==> src/rtl/maxpool2x2_seq_pkg.sv <==
// ============================================================================
//  Module      : maxpool2x2_seq_pkg
//  Description : Shared definitions for the POOL blocks.
//                - pool_state_e : frame sequencer state encoding
//                - lb_addr_w()  : line-buffer address width for a max width
//  Revision    : 1.0 - initial release
// ============================================================================
`default_nettype none

package maxpool2x2_seq_pkg;

    // ROW_A consumes even rows (fills the line buffer), ROW_B consumes odd
    // rows (combines with the buffered row and emits pooled pixels).
    typedef enum logic [1:0] {
        ST_IDLE  = 2'd0,
        ST_ROW_A = 2'd1,
        ST_ROW_B = 2'd2,
        ST_DONE  = 2'd3
    } pool_state_e;

    // One line-buffer entry holds the horizontal max of a pixel pair, so
    // the depth is max_w/2. A depth of 1 still needs a 1-bit address.
    function automatic int lb_addr_w(input int max_w);
        int depth;
        depth = max_w / 2;
        return (depth > 1) ? $clog2(depth) : 1;
    endfunction

    localparam int LB_AW_DEFAULT = lb_addr_w(64);

endpackage : maxpool2x2_seq_pkg

`default_nettype wire

==> src/rtl/pool_cmp.sv <==
// ============================================================================
//  Module      : pool_cmp
//  Description : Combinational unsigned maximum of two DW-bit operands.
//  Ports       : a_i, b_i  - operands
//                max_o     - larger of the two (a_i when equal)
//  Revision    : 1.0 - initial release
// ============================================================================
`default_nettype none

module pool_cmp #(
    parameter int DW = 8
) (
    input  logic [DW-1:0] a_i,
    input  logic [DW-1:0] b_i,
    output logic [DW-1:0] max_o
);

    assign max_o = (b_i > a_i) ? b_i : a_i;

endmodule : pool_cmp

`default_nettype wire

==> src/rtl/pool_linebuf.sv <==
// ============================================================================
//  Module      : pool_linebuf
//  Description : MAX_W/2 x DW line buffer, one synchronous write port and one
//                combinational read port. Contents are not reset; the
//                sequencer always writes an entry during an even row before
//                the following odd row reads it.
//  Ports       : clk              - clock
//                we_i/waddr_i/wdata_i - write port
//                raddr_i/rdata_o  - asynchronous read port
//  Revision    : 1.0 - initial release
// ============================================================================
`default_nettype none

module pool_linebuf #(
    parameter int DW    = 8,
    parameter int MAX_W = 64,
    parameter int AW    = 5
) (
    input  logic          clk,
    input  logic          we_i,
    input  logic [AW-1:0] waddr_i,
    input  logic [DW-1:0] wdata_i,
    input  logic [AW-1:0] raddr_i,
    output logic [DW-1:0] rdata_o
);

    localparam int DEPTH = MAX_W / 2;

    logic [DW-1:0] mem_q [DEPTH];

    always_ff @(posedge clk) begin
        if (we_i) begin
            mem_q[waddr_i] <= wdata_i;
        end
    end

    assign rdata_o = mem_q[raddr_i];

endmodule : pool_linebuf

`default_nettype wire

==> src/rtl/maxpool2x2_seq.sv <==
// ============================================================================
//  Module      : maxpool2x2_seq
//  Description : Streaming 2x2 max-pooling over a raster-order frame of
//                cfg_w x cfg_h unsigned pixels. Even rows are reduced
//                horizontally into a line buffer; odd rows are reduced
//                horizontally and combined with the buffered value to give
//                one pooled pixel per 2x2 block.
//  Ports       : clk, rst_n        - clock, async active-low reset
//                start, cfg_w, cfg_h - frame start request and geometry
//                m_data, m_valid   - input pixel stream (no backpressure)
//                s_data, s_valid   - pooled output, 1-cycle pulse each
//                busy, done, err   - frame status / completion / reject
//  Revision    : 1.0 - initial release
// ============================================================================
`default_nettype none

module maxpool2x2_seq
    import maxpool2x2_seq_pkg::*;
#(
    parameter int DW    = 8,
    parameter int MAX_W = 64,
    parameter int CW    = 7
) (
    input  logic          clk,
    input  logic          rst_n,
    input  logic          start,
    input  logic [CW-1:0] cfg_w,
    input  logic [CW-1:0] cfg_h,
    input  logic [DW-1:0] m_data,
    input  logic          m_valid,
    output logic [DW-1:0] s_data,
    output logic          s_valid,
    output logic          busy,
    output logic          done,
    output logic          err
);

    localparam int AW = lb_addr_w(MAX_W);

    pool_state_e   state_q;
    logic [CW-1:0] cfg_w_q;
    logic [CW-1:0] cfg_h_q;
    logic [CW-1:0] col_q;
    logic [CW-1:0] row_q;
    logic [DW-1:0] hold_q;
    logic [DW-1:0] s_data_q;
    logic          s_valid_q;
    logic          busy_q;
    logic          done_q;
    logic          err_q;

    logic          cfg_ok_d;
    logic          col_last_d;
    logic          row_last_d;
    logic [AW-1:0] lb_addr_d;
    logic          lb_we_d;
    logic [DW-1:0] lb_rdata_d;
    logic [DW-1:0] hmax_d;
    logic [DW-1:0] pool_d;

    // Width is compared in int so MAX_W never truncates to CW bits.
    assign cfg_ok_d = !cfg_w[0] && !cfg_h[0] &&
                      (cfg_w != '0) && (cfg_h != '0) &&
                      (int'(cfg_w) <= MAX_W);

    assign col_last_d = (col_q == cfg_w_q - CW'(1));
    assign row_last_d = (row_q == cfg_h_q - CW'(2));

    // Both rows of a block address the same entry: the pixel-pair index.
    assign lb_addr_d = AW'(col_q >> 1);
    assign lb_we_d   = (state_q == ST_ROW_A) && m_valid && col_q[0];

    pool_cmp #(.DW(DW)) u_cmp_h (
        .a_i   (hold_q),
        .b_i   (m_data),
        .max_o (hmax_d)
    );

    pool_cmp #(.DW(DW)) u_cmp_v (
        .a_i   (hmax_d),
        .b_i   (lb_rdata_d),
        .max_o (pool_d)
    );

    pool_linebuf #(
        .DW    (DW),
        .MAX_W (MAX_W),
        .AW    (AW)
    ) u_linebuf (
        .clk     (clk),
        .we_i    (lb_we_d),
        .waddr_i (lb_addr_d),
        .wdata_i (hmax_d),
        .raddr_i (lb_addr_d),
        .rdata_o (lb_rdata_d)
    );

    always_ff @(posedge clk or negedge rst_n) begin
        if (!rst_n) begin
            state_q   <= ST_IDLE;
            cfg_w_q   <= '0;
            cfg_h_q   <= '0;
            col_q     <= '0;
            row_q     <= '0;
            hold_q    <= '0;
            s_data_q  <= '0;
            s_valid_q <= 1'b0;
            busy_q    <= 1'b0;
            done_q    <= 1'b0;
            err_q     <= 1'b0;
        end else begin
            s_valid_q <= 1'b0;
            done_q    <= 1'b0;
            err_q     <= 1'b0;

            case (state_q)
                ST_IDLE: begin
                    if (start) begin
                        if (cfg_ok_d) begin
                            cfg_w_q <= cfg_w;
                            cfg_h_q <= cfg_h;
                            col_q   <= '0;
                            row_q   <= '0;
                            busy_q  <= 1'b1;
                            state_q <= ST_ROW_A;
                        end else begin
                            err_q   <= 1'b1;
                        end
                    end
                end

                ST_ROW_A, ST_ROW_B: begin
                    if (m_valid) begin
                        if (!col_q[0]) begin
                            hold_q <= m_data;
                        end else if (state_q == ST_ROW_B) begin
                            s_data_q  <= pool_d;
                            s_valid_q <= 1'b1;
                        end

                        // cfg_w is even, so the last column is always odd.
                        if (col_last_d) begin
                            col_q <= '0;
                            if (state_q == ST_ROW_A) begin
                                state_q <= ST_ROW_B;
                            end else if (row_last_d) begin
                                state_q <= ST_DONE;
                                done_q  <= 1'b1;
                            end else begin
                                row_q   <= row_q + CW'(2);
                                state_q <= ST_ROW_A;
                            end
                        end else begin
                            col_q <= col_q + CW'(1);
                        end
                    end
                end

                ST_DONE: begin
                    busy_q  <= 1'b0;
                    state_q <= ST_IDLE;
                end

                default: begin
                    state_q <= ST_IDLE;
                end
            endcase
        end
    end

    assign s_data  = s_data_q;
    assign s_valid = s_valid_q;
    assign busy    = busy_q;
    assign done    = done_q;
    assign err     = err_q;

endmodule : maxpool2x2_seq

`default_nettype wire

==> config.mk <==
export PLATFORM = sky130hd
export DESIGN_NAME = maxpool2x2_seq
export DESIGN_NICKNAME = d
export VERILOG_FILES = /design/src/rtl/maxpool2x2_seq_pkg.sv /design/src/rtl/pool_cmp.sv /design/src/rtl/pool_linebuf.sv /design/src/rtl/maxpool2x2_seq.sv
export SDC_FILE = /design/constraint.sdc
export NUM_CORES = 1
export LEC_CHECK = 0
export ABC_AREA = 1
export CAP_MARGIN = 20
export CORE_UTILIZATION = 60
export CTS_BUF_LIST = sky130_fd_sc_hd__clkbuf_2 sky130_fd_sc_hd__clkbuf_4 sky130_fd_sc_hd__clkbuf_8
export DETAILED_ROUTE_END_ITERATION = 6
export GPL_TIMING_DRIVEN = 1
export PLACE_DENSITY = 0.78
export SLEW_MARGIN = 25
export SYNTH_ARGS = -nofsm -noshare
export SYNTH_HDL_FRONTEND = slang
export SYNTH_SLANG_ARGS = --single-unit
==> constraint.sdc <==
create_clock -name clk -period 3.5 [get_ports clk]
set_input_delay 0.35 -clock clk [delete_from_list [all_inputs] [get_ports clk]]
set_output_delay 0.35 -clock clk [all_outputs]
set_load 0.01 [all_outputs]
Word-level counts from Yosys, hierarchy flattened
Memory sizes are Yosys's and may differ from the RTL's.
Cells that the tools add are included.
{"block": "totals", "ramBits": 256, "word_cells": 88, "out_inout_bits": 12, "n_memories": 1, "register_bits": 50, "in_bits": 26}
{"name": "u_linebuf.mem_q", "words": 32, "word_bits": 8, "read_ports": 1, "rd_clocked_by_memory_dff": 0, "write_ports": 1, "line": "pool_linebuf.sv:29", "text": "logic [DW-1:0] mem_q [DEPTH];"}
{"block": "classes", "eq_ne": 11, "order_cmp": 3, "add_sub_neg": 4, "bitwise": 1, "reduce_logical": 21, "muxes": 36}
{"op": "$mux W7", "count": 8}
{"op": "$pmux W7 S2", "count": 2}
{"op": "$gt A8 B8 Y1", "count": 2}
{"op": "$mux W1", "count": 16}
{"op": "$mux W8", "count": 2}
{"op": "$eq A7 B7 Y1", "count": 2}
{"op": "$reduce_bool A7 Y1", "count": 2}
{"op": "$mux W2", "count": 6}
{"op": "$ne A2 B2 Y1 const B", "count": 6}
{"op": "$reduce_and A4 Y1", "count": 3}
{"op": "$reduce_and A3 Y1", "count": 3}
{"op": "$add A7 B1 Y7 const B", "count": 1}
{"op": "$add A7 B2 Y7 const B", "count": 1}
{"op": "$le A7 B7 Y1 const B", "count": 1}
{"op": "$reduce_and A7 Y1", "count": 1}
{"op": "$sub A7 B1 Y7 const B", "count": 1}
{"op": "$sub A7 B2 Y7 const B", "count": 1}
{"op": "$logic_and A1 B1 Y1", "count": 6}
{"op": "$pmux W2 S3", "count": 1}
{"op": "$eq A2 B2 Y1 const B", "count": 2}
{"op": "$reduce_bool A2 Y1", "count": 2}
{"op": "$eq A2 B1 Y1 const B", "count": 1}
{"op": "$logic_not A1 Y1", "count": 2}
{"op": "$logic_not A2 Y1", "count": 1}
{"op": "other kinds (3)", "count": 3}

Logic depth before layout (Yosys ltp)
Gate-level depths: netlist of run 1.
{"block": "depth", "ltp_word": 8, "depth_mapped": 22, "mapped_depth_nobuf": 21}

By module
A second synthesis of run 1 with hierarchy kept.
{"block": "unflattened", "cells_unflattened": 1375, "area_unflattened_um2": 14103.5}
{"module": "pool_linebuf", "seq_area_each_um2": 7687.4, "cells_per_inst": 914, "instances": 1, "area_per_inst_um2": 10626.4}
{"module": "maxpool2x2_seq", "seq_area_each_um2": 1226.2, "cells_per_inst": 341, "instances": 1, "area_per_inst_um2": 2751.4}
{"module": "pool_cmp", "seq_area_each_um2": 0.0, "cells_per_inst": 60, "instances": 2, "area_per_inst_um2": 362.8}

Least setup slack after synthesis of run 1
Ideal clock, no wire load.
{"block": "synth_timing", "kind": "register to register", "from": "register hold_q[7]", "to": "register s_data_q[2], in the netlist s_data[2]", "synth_period_minus_slack_ns": 3.180, "t_required_ns": 3.382, "setup_ns": 0.118, "path_stages_with_launch": 20, "path_slack_ns": 0.320, "t_arrival_ns": 3.062, "path_buffers": 0, "cell_sequence": "dfrtp_1 -> inv_1 -> ha_1 -> nand2_1 -> nor2_1 -> nand4_1 -> nand2_1 -> nand2_1 -> nand2_1 -> inv_1 -> ha_1 -> nand2_1 -> o21ai_0 -> nand2_1 -> nand2_1 -> nand2_1 -> inv_1 -> nand3_1 -> nand3_1 -> nand2_1"}
{"block": "synth_between", "elab_chain_len": 4}
{"element": "start, declared", "line": "maxpool2x2_seq.sv:45", "text": "logic [DW-1:0] hold_q;"}
{"element": "start signal, assigned", "line": "maxpool2x2_seq.sv:135", "text": "hold_q <= m_data;"}
{"element": "$gt A8 B8 Y1", "line": "pool_cmp.sv:18", "text": "assign max_o = (b_i > a_i) ? b_i : a_i;"}
{"element": "$mux W8", "line": "pool_cmp.sv:18"}
{"element": "named net hmax_d[3]", "line": "maxpool2x2_seq.sv:58", "text": "logic [DW-1:0] hmax_d;"}
{"element": "$gt A8 B8 Y1", "line": "pool_cmp.sv:18"}
{"element": "$mux W8", "line": "pool_cmp.sv:18"}
{"element": "end signal, assigned", "line": "maxpool2x2_seq.sv:137", "text": "s_data_q <= pool_d;"}
{"element": "end, declared", "line": "maxpool2x2_seq.sv:46", "text": "logic [DW-1:0] s_data_q;"}
The timed path passes the listed nets, and every way through them passes these cells.
A chain may end at the register's enable or synchronous reset.

Worst setup path after layout of run 1
{"block": "layout_timing", "from": "register col_q[1]", "to": "register s_data_q[3], in the netlist s_data[3]"}
{"block": "layout_between", "elab_chain_len": 3}
{"element": "start, declared", "line": "maxpool2x2_seq.sv:43", "text": "logic [CW-1:0] col_q;"}
{"element": "start signal, assigned", "line": "maxpool2x2_seq.sv:154", "text": "col_q <= col_q + CW'(1);"}
{"element": "$mem_v2 Z32 W8 (*)"}
{"element": "$gt A8 B8 Y1", "line": "pool_cmp.sv:18"}
{"element": "$mux W8 (*)", "line": "pool_cmp.sv:18"}
Every way passes the cells marked *; elsewhere a longest branch is shown, timed or not.

==> run summary, run 1 <==
===========================================================================================
Share of post-route cells with drive strength above 1 ........................        0.113
Switching part of the total power ............................................        0.377
Cell count after synthesis ...................................................         1259
Die Span Y ...................................................................       151 µm
Outcome ......................................................................    completed
Final weighted congestion of routability-driven global placement .............        0.896
WL/cell ......................................................................      18.2 µm
Distinct cell type count of the synthesized netlist ..........................           26
CTS tree .....................................................................         done
Unrepaired setup endpoints after global routing ..............................           no
Worst-Margin Slew ............................................................     0.851 ns
Largest cells by area after synthesis ........................................ edfxtp_1 (58%), nand2_1 (12%), dfrtp_1 (9.3%), nor2_1 (2.9%), inv_1 (2.8%)
Warnings, synthesis ..........................................................            0
Type of element launching the critical path ..................................         flop
Clk_lat worst skew ...........................................................      0.59 ns
Fillers ......................................................................         1510
Post-Synthesis Net Count .....................................................         1309
Total wirelength of the detailed-routed design ...............................      30.7 mm
Class of the worst hold path ................................................. input port to asynchronous set/reset pin
GR Util All Layers ...........................................................        0.279
Switching power ..............................................................      4.83 mW
Total leakage power ..........................................................      6.20 nW
Worst endpoint required time .................................................      3.96 ns
Effective utilization at floorplan ...........................................        0.620
Estimated wirelength of the detail-placed design .............................      19.3 mm
Number of inserted diodes ....................................................            0
Relative area change from synthesis to final layout ..........................        15.4%
Clock edge transition at the registers on the reported setup and hold paths ..      0.07 ns
Final setup margin ...........................................................     0.233 ns
Int Power ....................................................................      7.98 mW
Width of the chip ............................................................       151 µm
Post-synthesis instance area .................................................    13200 µm²
Routed vias ..................................................................         9507
Pre-CTS setup slack ..........................................................     0.160 ns
Total clock buffers created by CTS ...........................................           49
Antenna violations before repair .............................................            0
Number of synthesized flops with an enable pin ...............................          256
Cell chosen for the clock root ...............................................     clkbuf_8
Remaining max-slew budget at the tightest pin ................................        0.431
Most common cell in the synthesized netlist ..................................      nand2_1
Count of input and output buffers ............................................           37
Sinks on the clock net .......................................................          305
# rows .......................................................................           53
Synth Flop Type ..............................................................     edfxtp_1
Worst slack on hold paths ....................................................     0.147 ns
Non-filler cells in the finished layout ......................................         1686
Total Neg Setup Slack ........................................................         0 ns
Portion of the clock cycle consumed by the worst path in the final layout ....        0.933
Yosys top cell area share ....................................................        0.580
GR Layer Usage met2 ..........................................................        0.453
Area occupied by multi-input gates ...........................................     3800 µm²
Type of destination of the critical path .....................................         flop
Sequential cell fraction of total power ......................................        0.399
Area leader, netlist .........................................................     edfxtp_1
Number of global-route vias before repair ....................................         9180
F_max ........................................................................      306 MHz
Post-synthesis register bit count ............................................          305
Most congested layer reported by global routing ..............................         met2
Post-Syn Area per Cell .......................................................     10.5 µm²
Deepest clock path buffer count ..............................................            3
Met1 Track Usage GR ..........................................................        0.372
Max-capacitance violation count ..............................................            0
Vias per cell ................................................................         5.64
# H-tree levels ..............................................................            2
Remaining number of nets flagged by the antenna check after routing ..........            0
Skew final ...................................................................    0.0291 ns
Total of endpoints with negative setup slack in the final report .............            0
Fraction of synthesis flops using an asynchronous set or reset pin ...........        0.161
Clock power share ............................................................        0.232
Area used by sequential logic in the layout ..................................     8910 µm²
Worst IR Drop VDD ............................................................     0.486 mV
Met3 track demand over resource ..............................................       0.0455
CP Class ..................................................................... flop to flop
Number of design-rule violations left by the first detailed-router iteration .          778
Global-route wire length before repair .......................................      47.2 mm
Instance count after placement with tap cells included .......................         1595
IO Pins ......................................................................           38
Largest fanout on the critical path ..........................................           11
Arrival @ worst endpoint .....................................................      3.73 ns
Pin count of the biggest net entering global routing .........................           44
Power per cell area ..........................................................   837 nW/µm²
Global-route congestion overflow total .......................................            0
Final number of max-transition violations ....................................            0
First-pass detailed-route iteration total ....................................            7
Area of the die ..............................................................    22700 µm²
Total number of nets in the final design .....................................         1426
Leading post-synthesis cells by instance count ............................... nand2_1 (440), edfxtp_1 (256), nor2_1 (101), inv_1 (98), nand3_1 (62)
Post-synthesis sequential area ratio .........................................        0.673
Min Clock Period, post-route .................................................      3.27 ns
Post-route DRC ...............................................................            0
Core area ....................................................................    21400 µm²
Gate power share .............................................................        0.369
Final hold violation count ...................................................            0
===========================================================================================
## cells by family after synthesis
logic type,Yosys count,synth area share
AO/OA/AOI/OAI,105,0.0427
XOR/XNOR,15,0.00992
adder cells (fa/ha/maj),24,0.0227
buffers and inverters,139,0.0417
flip-flops,305,0.673
AND/OR/NAND/NOR,671,0.210
## worst max-delay path, cell delays in order, from the launching register on
cell and delay, ns:
dfrtp_1 0.63, nor2_2 0.25, buf_4 0.22, nand2_1 0.09, nand4_1 0.15, nand2_1 0.10, nand2_1 0.09, nor2_1 0.34
nand2_1 0.10, ha_1 0.29, nand2_1 0.06, nor2_1 0.16, nand2_1 0.07, nand2_1 0.05, nand2_1 0.06, inv_1 0.23
nand3_1 0.11, nand3_1 0.09, nand2_1 0.06
## power by group through the flow
stage	Sequential (mW)	Clock (mW)	Combinational [mW]
3_3_place_gp	5.16	0	4.47
3_5_place_dp	5.16	0	4.59
5_1_grt	5.13	3.15	5.21
4_1_cts	5.10	3.00	4.62
6_report	5.11	2.97	4.73
2_1_floorplan	5.13	0	2.90
## routing by layer
metal  share of wire  routed length (µm)
met4           0.038                1150
met1            0.41               12500
met5               0                   0
met3           0.078                2400
met2            0.48               14700
## flip-flops by register name, summed over array words and instances, names as in the netlist, 2 cells and up
register         count
state_q              2
cfg_h_q              7
row_q                6
col_q                7
s_data               8
hold_q               8
cfg_w_q              7
u_linebuf.mem_q    256
## stage by stage
step | utilization | area [µm²] | power [mW]
2_1_floorplan | - | 13200 | 8.03
3_3_place_gp | 0.669 | 14300 | 9.63
3_5_place_dp | 0.669 | 14300 | 9.76
4_1_cts | 0.715 | 15300 | 12.7
5_1_grt | 0.716 | 15300 | 13.5
6_report | 0.716 | 15300 | 12.8
## final timing paths
check | startpoint | to | slack (ns) | depth (start not counted)
worst max register to register | col_q[1]$_DFFE_PN0P_ | s_data[3]$_DFFE_PN0P_ | 0.23 | 18
min in group clk | cfg_h[3] | cfg_h_q[3]$_DFFE_PN0P_ | 0.38 | 3
worst max-delay path | col_q[1]$_DFFE_PN0P_ | s_data[3]$_DFFE_PN0P_ | 0.23 | 18
worst min-delay path | rst_n | cfg_w_q[2]$_DFFE_PN0P_ | 0.15 | 2
max in group asynchronous | rst_n | s_data[0]$_DFFE_PN0P_ | 2.55 | 3
worst min register to register | cfg_h_q[0]$_DFFE_PN0P_ | cfg_h_q[0]$_DFFE_PN0P_ | 0.47 | 2
## final cells by class
cell class,instances,area share
clock buffers,65,0.0532
clock inverters,21,0.00966
inverters,104,0.0255
multi-input cells,816,0.249
flip-flops and latches,305,0.583
well taps,275,0.0225
repair buffers,100,0.0574
## cell usage in the layout, fill, tap and decap left out, drive strengths merged
master           n
clkbuf          65
o21a             2
and2             2
nand3           63
a21oi           17
o21ai           72
dlygate4sd3      1
nand4           54
xnor2            5
bufinv           1
buf             63
edfxtp         256
xor2            10
clkinv          18
inv            104
nor2           102
ha              24
dfrtp           49
clkinvlp         2
nor3             7
a21boi           1
o21bai           1
clkdlybuf4s50   36
a22oi           12
nand2          443
or2              1
## timing repair
action                                  4_1_cts  5_1_grt
resized for setup                             0        1
hold buffers                                  1        0
setup buffers                                 0        3
endpoints found under the hold margin         6        0
endpoints found under the setup margin        0        4
Note: power is estimated with default switching activity, not from simulation.
==> inputs of run 2 (changes only) <==
- RECOVER_POWER: not set -> 25
==> run 2 against run 1 <==
Compared with the run above: the flow now finishes with violations (capacitance limit, slew limit); worst hold slack improved by 0.069 ns; combinational power decreased by 1%; sequential share of layout area grew 0.14 points; wire length decreased by 0.21%; die area did not move; clock-buffer cell count stayed put; via count down 0.42%; critical path depth unchanged; global-route usage unchanged; cell count unchanged; flip-flop and latch count did not move; power is 0.37% lower; critical endpoint unchanged; largest cell class unchanged; largest power group unchanged.
==> run summary, run 2 (synthesized netlist as in run 1, its figures left out) <==
===========================================================================================
Final number of max-transition violations ....................................          110
Skew final ...................................................................    0.0309 ns
CTS tree .....................................................................         done
Effective utilization at floorplan ...........................................        0.620
Violations in the final reports .............................................. capacitance limit, slew limit
Gate power share .............................................................        0.365
Relative area change from synthesis to final layout ..........................        15.2%
Antenna violations before repair .............................................            0
Switching part of the total power ............................................        0.377
IO Pins ......................................................................           38
Total clock buffers created by CTS ...........................................           49
Post-route DRC ...............................................................            0
Total number of nets in the final design .....................................         1426
Global-route congestion overflow total .......................................            0
Die Span Y ...................................................................       151 µm
Fillers ......................................................................         1523
Routed vias ..................................................................         9467
Min Clock Period, post-route .................................................      3.23 ns
Worst endpoint required time .................................................      3.96 ns
Number of global-route vias before repair ....................................         9180
Capture point of the critical path ........................................... s_data[3]$_DFFE_PN0P_
Final hold violation count ...................................................            0
Deepest clock path buffer count ..............................................            3
WL/cell ......................................................................      18.2 µm
Total of endpoints with negative setup slack in the final report .............            0
Highest-count cells in the layout ignoring fill and taps ..................... nand2_1 (442), edfxtp_1 (256), inv_1 (98), nor2_1 (98), nand3_1 (62)
Total wirelength of the detailed-routed design ...............................      30.6 mm
Sinks on the clock net .......................................................          305
Sequential cell fraction of total power ......................................        0.402
Clock power share ............................................................        0.233
Core area ....................................................................    21400 µm²
Instance count after placement with tap cells included .......................         1595
GR Util All Layers ...........................................................        0.279
Max-capacitance violation count ..............................................            3
Count of input and output buffers ............................................           37
Worst reg2reg path depth .....................................................           18
Number of inserted diodes ....................................................            0
CP Class ..................................................................... flop to flop
Total leakage power ..........................................................      6.20 nW
Switching power ..............................................................      4.81 mW
First-pass detailed-route iteration total ....................................            6
Arrival @ worst endpoint .....................................................      3.68 ns
# rows .......................................................................           53
Class of the worst hold path ................................................. input port to asynchronous set/reset pin
F_max ........................................................................      310 MHz
Pin count of the biggest net entering global routing .........................           44
Worst setup startpoint ....................................................... col_q[1]$_DFFE_PN0P_
Worst slack on hold paths ....................................................     0.216 ns
Biggest register ............................................................. u_linebuf.mem_q
Area used by sequential logic in the layout ..................................     8910 µm²
Most common cell after layout, fill and taps aside ...........................      nand2_1
Width of the chip ............................................................       151 µm
Worst IR Drop VDD ............................................................     0.489 mV
Clock edge transition at the registers on the reported setup and hold paths ..      0.07 ns
Largest fanout on the critical path ..........................................           11
Worst setup slack for register-to-register paths .............................      0.27 ns
Vias per cell ................................................................         5.62
Outcome ...................................................................... finished, violations left
Type of destination of the critical path .....................................         flop
Area of the die ..............................................................    22700 µm²
Non-filler cells in the finished layout ......................................         1686
Estimated wirelength of the detail-placed design .............................      19.3 mm
Portion of the clock cycle consumed by the worst path in the final layout ....        0.922
Clk_lat worst skew ...........................................................      0.59 ns
Number of flip-flops in the largest register .................................          256
Final weighted congestion of routability-driven global placement .............        0.896
Unrepaired setup endpoints after global routing ..............................           no
Type of element launching the critical path ..................................         flop
# H-tree levels ..............................................................            2
Cell chosen for the clock root ...............................................     clkbuf_8
Remaining number of nets flagged by the antenna check after routing ..........            0
Power per cell area ..........................................................   836 nW/µm²
Total Neg Setup Slack ........................................................         0 ns
Int Power ....................................................................      7.95 mW
Remaining max-slew budget at the tightest pin ................................       -0.594
Area occupied by multi-input gates ...........................................     3800 µm²
Terminus of the critical flop-to-flop path ................................... s_data[3]$_DFFE_PN0P_
Worst-Margin Slew ............................................................      2.39 ns
Number of design-rule violations left by the first detailed-router iteration .          856
Share of post-route cells with drive strength above 1 ........................        0.106
Global-route wire length before repair .......................................      47.2 mm
Reg2Reg Launch Point ......................................................... col_q[1]$_DFFE_PN0P_
===========================================================================================
==> run 2: timing repair <==
item	in CTS	in global routing
hold endpoints to repair	6	0
resized for setup	0	1
hold buffers	1	0
endpoints found under the setup margin	0	4
buffers inserted	0	3
==> run 2: worst min path at each step <==
stage,slack [ns],depth (start not counted),to
after floorplan,0.05,0,busy$_DFFE_PN0P_
after global placement,0.19,1,cfg_w_q[3]$_DFFE_PN0P_
after detailed placement,0.19,1,cfg_w_q[1]$_DFFE_PN0P_
after CTS,0.13,2,cfg_w_q[2]$_DFFE_PN0P_
after global routing,0.26,2,cfg_w_q[3]$_DFFE_PN0P_
final,0.22,2,cfg_w_q[2]$_DFFE_PN0P_
==> run 2: per-stage QoR <==
| stage | instance area, µm² | setup slack, ns | power (mW) | util |
|---|---|---|---|---|
| 5_1_grt | 15300 | 0.0369 | 13.5 | 0.714 |
| 4_1_cts | 15300 | 0.325 | 12.7 | 0.715 |
| 2_1_floorplan | 13200 | 0.320 | 8.03 | - |
| 3_5_place_dp | 14300 | 0.160 | 9.76 | 0.669 |
| 3_3_place_gp | 14300 | 0.306 | 9.63 | 0.669 |
| 6_report | 15300 | 0.274 | 12.8 | 0.714 |
==> run 2: worst max-delay path: stages, from the launching register on <==
cell and delay [ns]:
dfrtp_1 0.61, nor2_2 0.24, buf_4 0.22, nand2_1 0.08, nand4_1 0.14, nand2_1 0.09
nand2_1 0.09, nor2_1 0.35, nand2_1 0.10, ha_1 0.29, nand2_1 0.06, nor2_1 0.15
nand2_1 0.07, nand2_1 0.05, nand2_1 0.06, inv_1 0.22, nand3_1 0.12, nand3_1 0.09
nand2_1 0.06
==> run 2: power groups by stage <==
stage	combinational (mW)	sequential [mW]	clock, mW
CTS	4.62	5.10	3.00
finish	4.66	5.12	2.97
global placement	4.47	5.16	0
detailed placement	4.59	5.16	0
global route	5.16	5.15	3.15
floorplan	2.90	5.13	0
==> run 2: metal layers <==
layer | share of wire | wire length (µm) | GRT usage
met1 | 0.40 | 12400 | 0.372
met4 | 0.037 | 1120 | 0.124
met5 | 0 | 0 | 0
met3 | 0.080 | 2460 | 0.0455
met2 | 0.48 | 14600 | 0.453
==> run 2: area by class of cell <==
type | count | area share
clock buffer | 65 | 0.0533
clock inverter | 21 | 0.00968
inverter | 104 | 0.0256
multi-input combinational | 816 | 0.249
sequential | 305 | 0.584
tap | 275 | 0.0226
timing repair buffer | 100 | 0.0555
